`src/rtl/neo_video_pkg.sv`:
```
// Shared types and constants for the NEO video sprite pipeline.
// Build option: ZMC2_SEQ_CLIP_EN (visible-width write clipping in zmc2_dot_seq).
package neo_video_pkg;

  typedef enum logic [2:0] {
    IDLE,
    WAIT,
    SHIFT0,
    SHIFT1,
    SHIFT2,
    SHIFT3,
    FLUSH
  } seq_state_t;

  localparam int SCREEN_W       = 320;
  localparam int PAIRS_PER_WORD = 4;
  localparam int WORDS_PER_TILE = 2;

  function automatic logic is_shift(seq_state_t s);
    return (s == SHIFT0) || (s == SHIFT1) ||
           (s == SHIFT2) || (s == SHIFT3);
  endfunction

endpackage

```
`src/rtl/zmc2_dot_seq_word_buf.sv`:
```
// One-deep req/ack capture buffer for ZMC2 character words.
// Issues half-tile requests in alternating order until the command's words are fetched.
module zmc2_word_buf
  import neo_video_pkg::*;
#(
  parameter int CW = 7
) (
  input  logic          clk,
  input  logic          rst,
  input  logic          start,
  input  logic          flip,
  input  logic [CW-1:0] words,
  input  logic          ack,
  input  logic [31:0]   din,
  input  logic          drain,
  output logic          full,
  output logic [31:0]   data,
  output logic          req,
  output logic          wsel
);

  logic [CW-1:0] pending;
  logic [31:0]   buf_q;
  logic          take;

  assign req  = !full && (pending != '0);
  assign take = req && ack;
  // Forward a word arriving this cycle so the shifter loads it next cycle.
  assign data = take ? din : buf_q;

  always_ff @(posedge clk or posedge rst) begin
    if (rst) begin
      full    <= 1'b0;
      buf_q   <= '0;
      pending <= '0;
      wsel    <= 1'b0;
    end else if (start) begin
      full    <= 1'b0;
      pending <= words;
      wsel    <= flip;
    end else begin
      full <= take || (full && !drain);
      if (take) begin
        buf_q   <= din;
        pending <= pending - CW'(1);
        wsel    <= ~wsel;
      end
    end
  end

endmodule

```
`src/rtl/zmc2_dot_seq.sv`:
```
// ZMC2 dot shifter sequencer: word fetch, CR/LOAD/H/EVEN drive, pair write strobes.
// Build option: ZMC2_SEQ_CLIP_EN suppresses writes for pairs at X >= SCREEN_W.
module zmc2_dot_seq
  import neo_video_pkg::*;
#(
  parameter int XW = 9,
  parameter int TW = 5
) (
  input  logic          CLK_12M,
  input  logic          RESET,
  input  logic          START,
  input  logic [XW-1:0] START_X,
  input  logic          FLIP_H,
  input  logic [TW-1:0] TILES,
  output logic          CR_REQ,
  output logic          CR_WSEL,
  input  logic          CR_ACK,
  input  logic [31:0]   CR_IN,
  output logic [31:0]   CR,
  output logic          LOAD,
  output logic          H,
  output logic          EVEN,
  output logic          WR,
  output logic [XW-1:0] WR_X,
  output logic          BUSY,
  output logic          DONE
);

  localparam int CW = TW + 2;

  seq_state_t    state;
  logic [XW-1:0] x;
  logic [CW-1:0] wleft;
  logic [CW-1:0] words_init;
  logic          start_ok;
  logic          buf_full;
  logic          buf_ready;
  logic [31:0]   buf_data;
  logic          pair_ok;

  assign start_ok   = START && (state == IDLE);
  assign words_init = (TILES == '0) ?
                      CW'(WORDS_PER_TILE << TW) :
                      CW'(32'(TILES) * WORDS_PER_TILE);
  assign buf_ready  = buf_full || (CR_REQ && CR_ACK);

`ifdef ZMC2_SEQ_CLIP_EN
  assign pair_ok = 32'(x) < SCREEN_W;
`else
  assign pair_ok = 1'b1;
`endif

  zmc2_word_buf #(
    .CW(CW)
  ) u_buf (
    .clk  (CLK_12M),
    .rst  (RESET),
    .start(start_ok),
    .flip (FLIP_H),
    .words(words_init),
    .ack  (CR_ACK),
    .din  (CR_IN),
    .drain(LOAD),
    .full (buf_full),
    .data (buf_data),
    .req  (CR_REQ),
    .wsel (CR_WSEL)
  );

  always_ff @(posedge CLK_12M or posedge RESET) begin
    if (RESET) begin
      state <= IDLE;
      x     <= '0;
      wleft <= '0;
      CR    <= '0;
      LOAD  <= 1'b0;
      H     <= 1'b0;
      EVEN  <= 1'b0;
      WR    <= 1'b0;
      WR_X  <= '0;
      BUSY  <= 1'b0;
      DONE  <= 1'b0;
    end else begin
      LOAD <= 1'b0;
      DONE <= 1'b0;
      WR   <= 1'b0;
      // Pair leaves GAD/GBD one cycle after its shift cycle.
      if (is_shift(state)) begin
        WR   <= pair_ok;
        WR_X <= x;
        x    <= x + XW'(2);
      end
      unique case (state)
        IDLE: begin
          if (START) begin
            H     <= FLIP_H;
            EVEN  <= START_X[0];
            x     <= START_X;
            wleft <= words_init;
            BUSY  <= 1'b1;
            state <= WAIT;
          end
        end
        WAIT: begin
          if (buf_ready) begin
            LOAD  <= 1'b1;
            CR    <= buf_data;
            state <= SHIFT0;
          end
        end
        SHIFT0: begin
          wleft <= wleft - CW'(1);
          state <= SHIFT1;
        end
        SHIFT1: state <= SHIFT2;
        SHIFT2: state <= SHIFT3;
        SHIFT3: begin
          if (wleft == '0) begin
            state <= FLUSH;
          end else if (buf_ready) begin
            LOAD  <= 1'b1;
            CR    <= buf_data;
            state <= SHIFT0;
          end else begin
            state <= WAIT;
          end
        end
        FLUSH: begin
          DONE  <= 1'b1;
          BUSY  <= 1'b0;
          state <= IDLE;
        end
        default: state <= IDLE;
      endcase
    end
  end

endmodule
```
`config.mk`:
```
export PLATFORM = sky130hd
export DESIGN_NAME = zmc2_dot_seq
export DESIGN_NICKNAME = d
export VERILOG_FILES = /design/src/rtl/neo_video_pkg.sv /design/src/rtl/zmc2_dot_seq_word_buf.sv /design/src/rtl/zmc2_dot_seq.sv
export SDC_FILE = /design/constraint.sdc
export NUM_CORES = 1
export LEC_CHECK = 0
export ABC_CLOCK_PERIOD_IN_PS = 2300
export BUFFER_PORTS_ARGS = -buffer_cell sky130_fd_sc_hd__buf_2
export CORE_AREA = 2 2 106 108
export CTS_CLUSTER_SIZE = 30
export DETAILED_ROUTE_END_ITERATION = 10
export DIE_AREA = 0 0 108 110
export PLACE_DENSITY = 0.84
export SYNTH_ARGS = -nofsm -noshare
export SYNTH_HDL_FRONTEND = slang
export SYNTH_HIERARCHICAL = 1
export SYNTH_SLANG_ARGS = --single-unit
```
`constraint.sdc`:
```
create_clock -name CLK_12M -period 2.3 [get_ports CLK_12M]
set_input_delay 0.23 -clock CLK_12M [delete_from_list [all_inputs] [get_ports CLK_12M]]
set_output_delay 0.23 -clock CLK_12M [all_outputs]
set_load 0.005 [all_outputs]
```
==> key figures <==
Setup path
  – Arrival time worst endpoint: ~2.5 ns
  – Crit. End Element: register
  – CP Class: register to register
  – Worst-path fanout max: 12
  – Data required time of the worst path: approximately 2.6 ns
  – Startpoint Class: register

Floorplan
  – Die area: around 12,000 µm²
  – CORE AREA: roughly 11,000 µm²
  – Site row count: 38
  – Ports: 100
  – Die X: ~110 µm
  – Starting Density: roughly half
  – Die H: about 110 µm

STA
  – Final Hold Viols: 0
  – Setup Viol. Count Final: 0
  – Minimum clock period: about 2.2 ns
  – Tcrit/Tclk final: 95.4%
  – F_max: around 460 MHz
  – Min Hold Slack: 0.0760 ns
  – Slew of the pin with the lowest slew margin: 0.770 ns
  – Setup ws final: 0.107 ns
  – Slew Limit Fails: 0
  – Clk_skew: ~0.017 ns
  – TNS Setup: 0 ns
  – Slew HR: 48.6%

Synthesis
  – Top_reg_cell synth: dfrtp_1
  – Netlist cell types: 60
  – Yosys reg bits: between 100 and 150
  – Mean area per synthesized cell: 13.2 µm²
  – Number of synthesized flops with an enable pin: 0
  – Post-Synth Simple-Gate Area: 8.34%
  – Synth Warn #: 6
  – Synth Area in Compound Gates: ~7.5%
  – Post-synthesis cell count: around 400
  – Seq/Total Area, Yosys: just over 50%
  – Mapped Area: 5230 µm²
  – Xor/xnor cell area share of the yosys netlist: 1.17%
  – Largest family of logic cells by synthesized area: multiplexers
  – Post-synthesis mux area share: about a quarter
  – Post-Synth Adder-Cell Area: about 1.2%
  – Post-Syn Nets: about 450
  – Synth async-reset ratio: 100%

Placed design
  – Post-DP Area: 5890 µm²
  – Placed cells: 630
  – Placement Setup Slack: -0.0165 ns
  – Placer Congestion: between 0.8 and 0.9
  – Post-DP HPWL: 7730 µm
  – I/O Buffers: slightly below 100

Worst hold path
  – Worst hold path class: primary input to register

Finish
  – Finished Cell Area: slightly above 6000 µm²
  – Fraction of layout cells with a size suffix above 1: around 50%
  – NumNets Final: 560
  – Register cell area after layout: roughly 2700 µm²
  – Area of the multi-input gates: about 2300 µm²
  – Fillers: between 800 and 900
  – Final non-filler cell total: roughly 650
  – Area Overhead vs Synth: 18.0%
  – Core Util, Final: between 50 and 60%
  – N_diodes: 0

Clock tree
  – Buffer depth of the longest clock path: 2
  – TritonCTS clock tree: done
  – Root Driver: clkbuf_8
  – Setup Buffers After CTS: 0
  – Clk_lat worst skew: ~0.37 ns
  – Clock sinks: around 110
  – Clock-pin slew on the worst setup and hold paths: ~0.11 ns
  – Total CTS buffers: 9
  – H-tree depth: 3

Pwr
  – LEAKAGE: 2.89 nW
  – PD cells: ~1400 nW/µm²
  – Power Total: between 8 and 9 mW
  – Worst vdd ir: 0.686 mV

Route
  – Wire per inst: 17.0 µm
  – Detailed Route WL: between 10,000 and 15,000 µm
  – Via count: ~3,500
  – DR vias/cell: roughly 5.4
  – DR pass1 iterations: 4
  – DRC Markers: 0
  – Post-route ant nets: 0
  – Starting DRT DRC Count: roughly 150

Global routing
  – GRT Total Usage: roughly a fifth
  – Largest net degree at the start of global routing: 35
  – Total grt overflow: 0
  – First-pass GRT wire length: around 18,000 µm
  – Initial antenna violation count: 0
  – Vias in the first global route: about 3,600

Run status
  – Status: completed

Run
  – Max-cap violations: 0
==> worst paths after layout <==
path | startpoint | slack, ns | endpoint | depth (start not counted)
setup / recovery | u_buf/pending[0]$_DFFE_PP0P_ | 0.11 | CR[24]$_DFFE_PP0P_ | 7
max in group asynchronous | RESET | 1.09 | WR$_DFF_PP0_ | 4
hold reg to reg | H$_DFFE_PP0P_ | 0.49 | H$_DFFE_PP0P_ | 2
hold / removal | START_X[7] | 0.08 | x[7]$_DFF_PP0_ | 3
setup reg to reg | u_buf/pending[0]$_DFFE_PP0P_ | 0.11 | CR[24]$_DFFE_PP0P_ | 7
min in group asynchronous | RESET | 0.36 | u_buf/buf_q[0]$_DFFE_PP0N_ | 3
==> registers in the layout, indices dropped and copies added, names as in the netlist <==
| signal | cells |
|---|---|
| CR | 32 |
| BUSY | 1 |
| u_buf/wsel | 1 |
| H | 1 |
| EVEN | 1 |
| WR | 1 |
| state | 3 |
| u_buf/pending | 7 |
| x | 9 |
| u_buf/full | 1 |
| u_buf/buf_q | 32 |
| WR_X | 9 |
| DONE | 1 |
| wleft | 7 |
| LOAD | 1 |
==> logic make-up (layout without fill, tap and decap cells) <==
kind of cell / count (synthesis) / in the layout
fa+ha+maj: 5 / 5
other cells: 1 / 1
flops: 107 / 107
buf+inv: 37 / 147
mux: 106 / 106
compound gates: 51 / 52
xor+xnor: 7 / 7
simple gates: 84 / 84
==> cell type report <==
cell class                 count  area share (%)
clock buffer                  10            2.07
clock inverter                 6            1.54
inverter                      12           0.729
multi-input combinational    255            37.6
sequential                   107            43.4
tap                          140            2.84
timing repair buffer         119            11.9
==> worst max-delay path, cell delays in order (launching register included) <==
cell and delay, ns:
dfrtp_1 0.42, inv_1 0.08, ha_2 0.20, nor4b_4 0.22, buf_4 0.26, a21o_2 0.28, mux2_2 0.36, mux2_4 0.27
==> synth_stat cells (2+ instances only) <==
cell      number  area share [%]
nand4_1        4            0.48
dfrtp_1      107              51
buf_4          4            0.57
clkbuf_1       9            0.65
o211ai_1       4            0.57
or3_2          2            0.29
mux2_4        39              11
xor2_1         4            0.67
nand2b_1       5            0.60
nand2_1       32             2.3
buf_12         4             1.5
nor2_1        13            0.93
ha_1           5             1.2
a21o_2         2            0.33
inv_1         12            0.86
xnor2_1        3            0.50
a31oi_1        2            0.24
buf_1          2            0.14
nand3_1        9            0.86
a22oi_1        2            0.29
o41ai_1        2            0.33
a21oi_1        5            0.48
nor3_1         6            0.57
mux2_2        65              14
o311ai_0       2            0.33
a211oi_1       4            0.57
buf_6          4            0.86
a2111o_1       2            0.43
o21ai_0       12             1.1
nor2b_1        2            0.24
==> placed cells by master, fill, tap and decap left out, drive strengths merged, types with 4 or more instances in the layout <==
cell type | netlist | layout
nor2 | 13 | 13
nand2b | 5 | 5
ha | 5 | 5
buf | 15 | 117
nor3 | 6 | 6
inv | 12 | 13
mux2 | 105 | 105
nand3 | 9 | 9
a211oi | 5 | 5
nand4 | 4 | 4
xor2 | 4 | 4
nand2 | 32 | 32
clkbuf | 10 | 11
o211ai | 4 | 4
a21oi | 6 | 6
dfrtp | 107 | 107
o21ai | 12 | 12
==> power breakdown <==
part | internal, mW | total [mW] | switching (mW)
combinational | 2.40 | 4.05 | 1.65
sequential | 2.83 | 3.50 | 0.664
clock | 0.626 | 1.29 | 0.667
==> routing by layer <==
metal / vias up / routed length [µm] / share of wire, % / track usage, %
li1: 1633 / - / - / -
met1: 1744 / 4610 / 42 / 23.4
met2: 104 / 5560 / 50 / 31.8
met3: 22 / 703 / 6.4 / 5.06
met4: 0 / 189 / 1.7 / 6.87
met5: - / 0 / 0 / 0
==> what timing repair did <==
item / in CTS / in global routing
gates cloned: 0 / 2
gates resized for setup: 1 / 4
setup endpoints to repair: 15 / 32
hold buffers: 1 / 0
pin swaps: 0 / 1
endpoints found under the hold margin: 11 / 0
No activity file was read; power rests on OpenSTA's default activity.
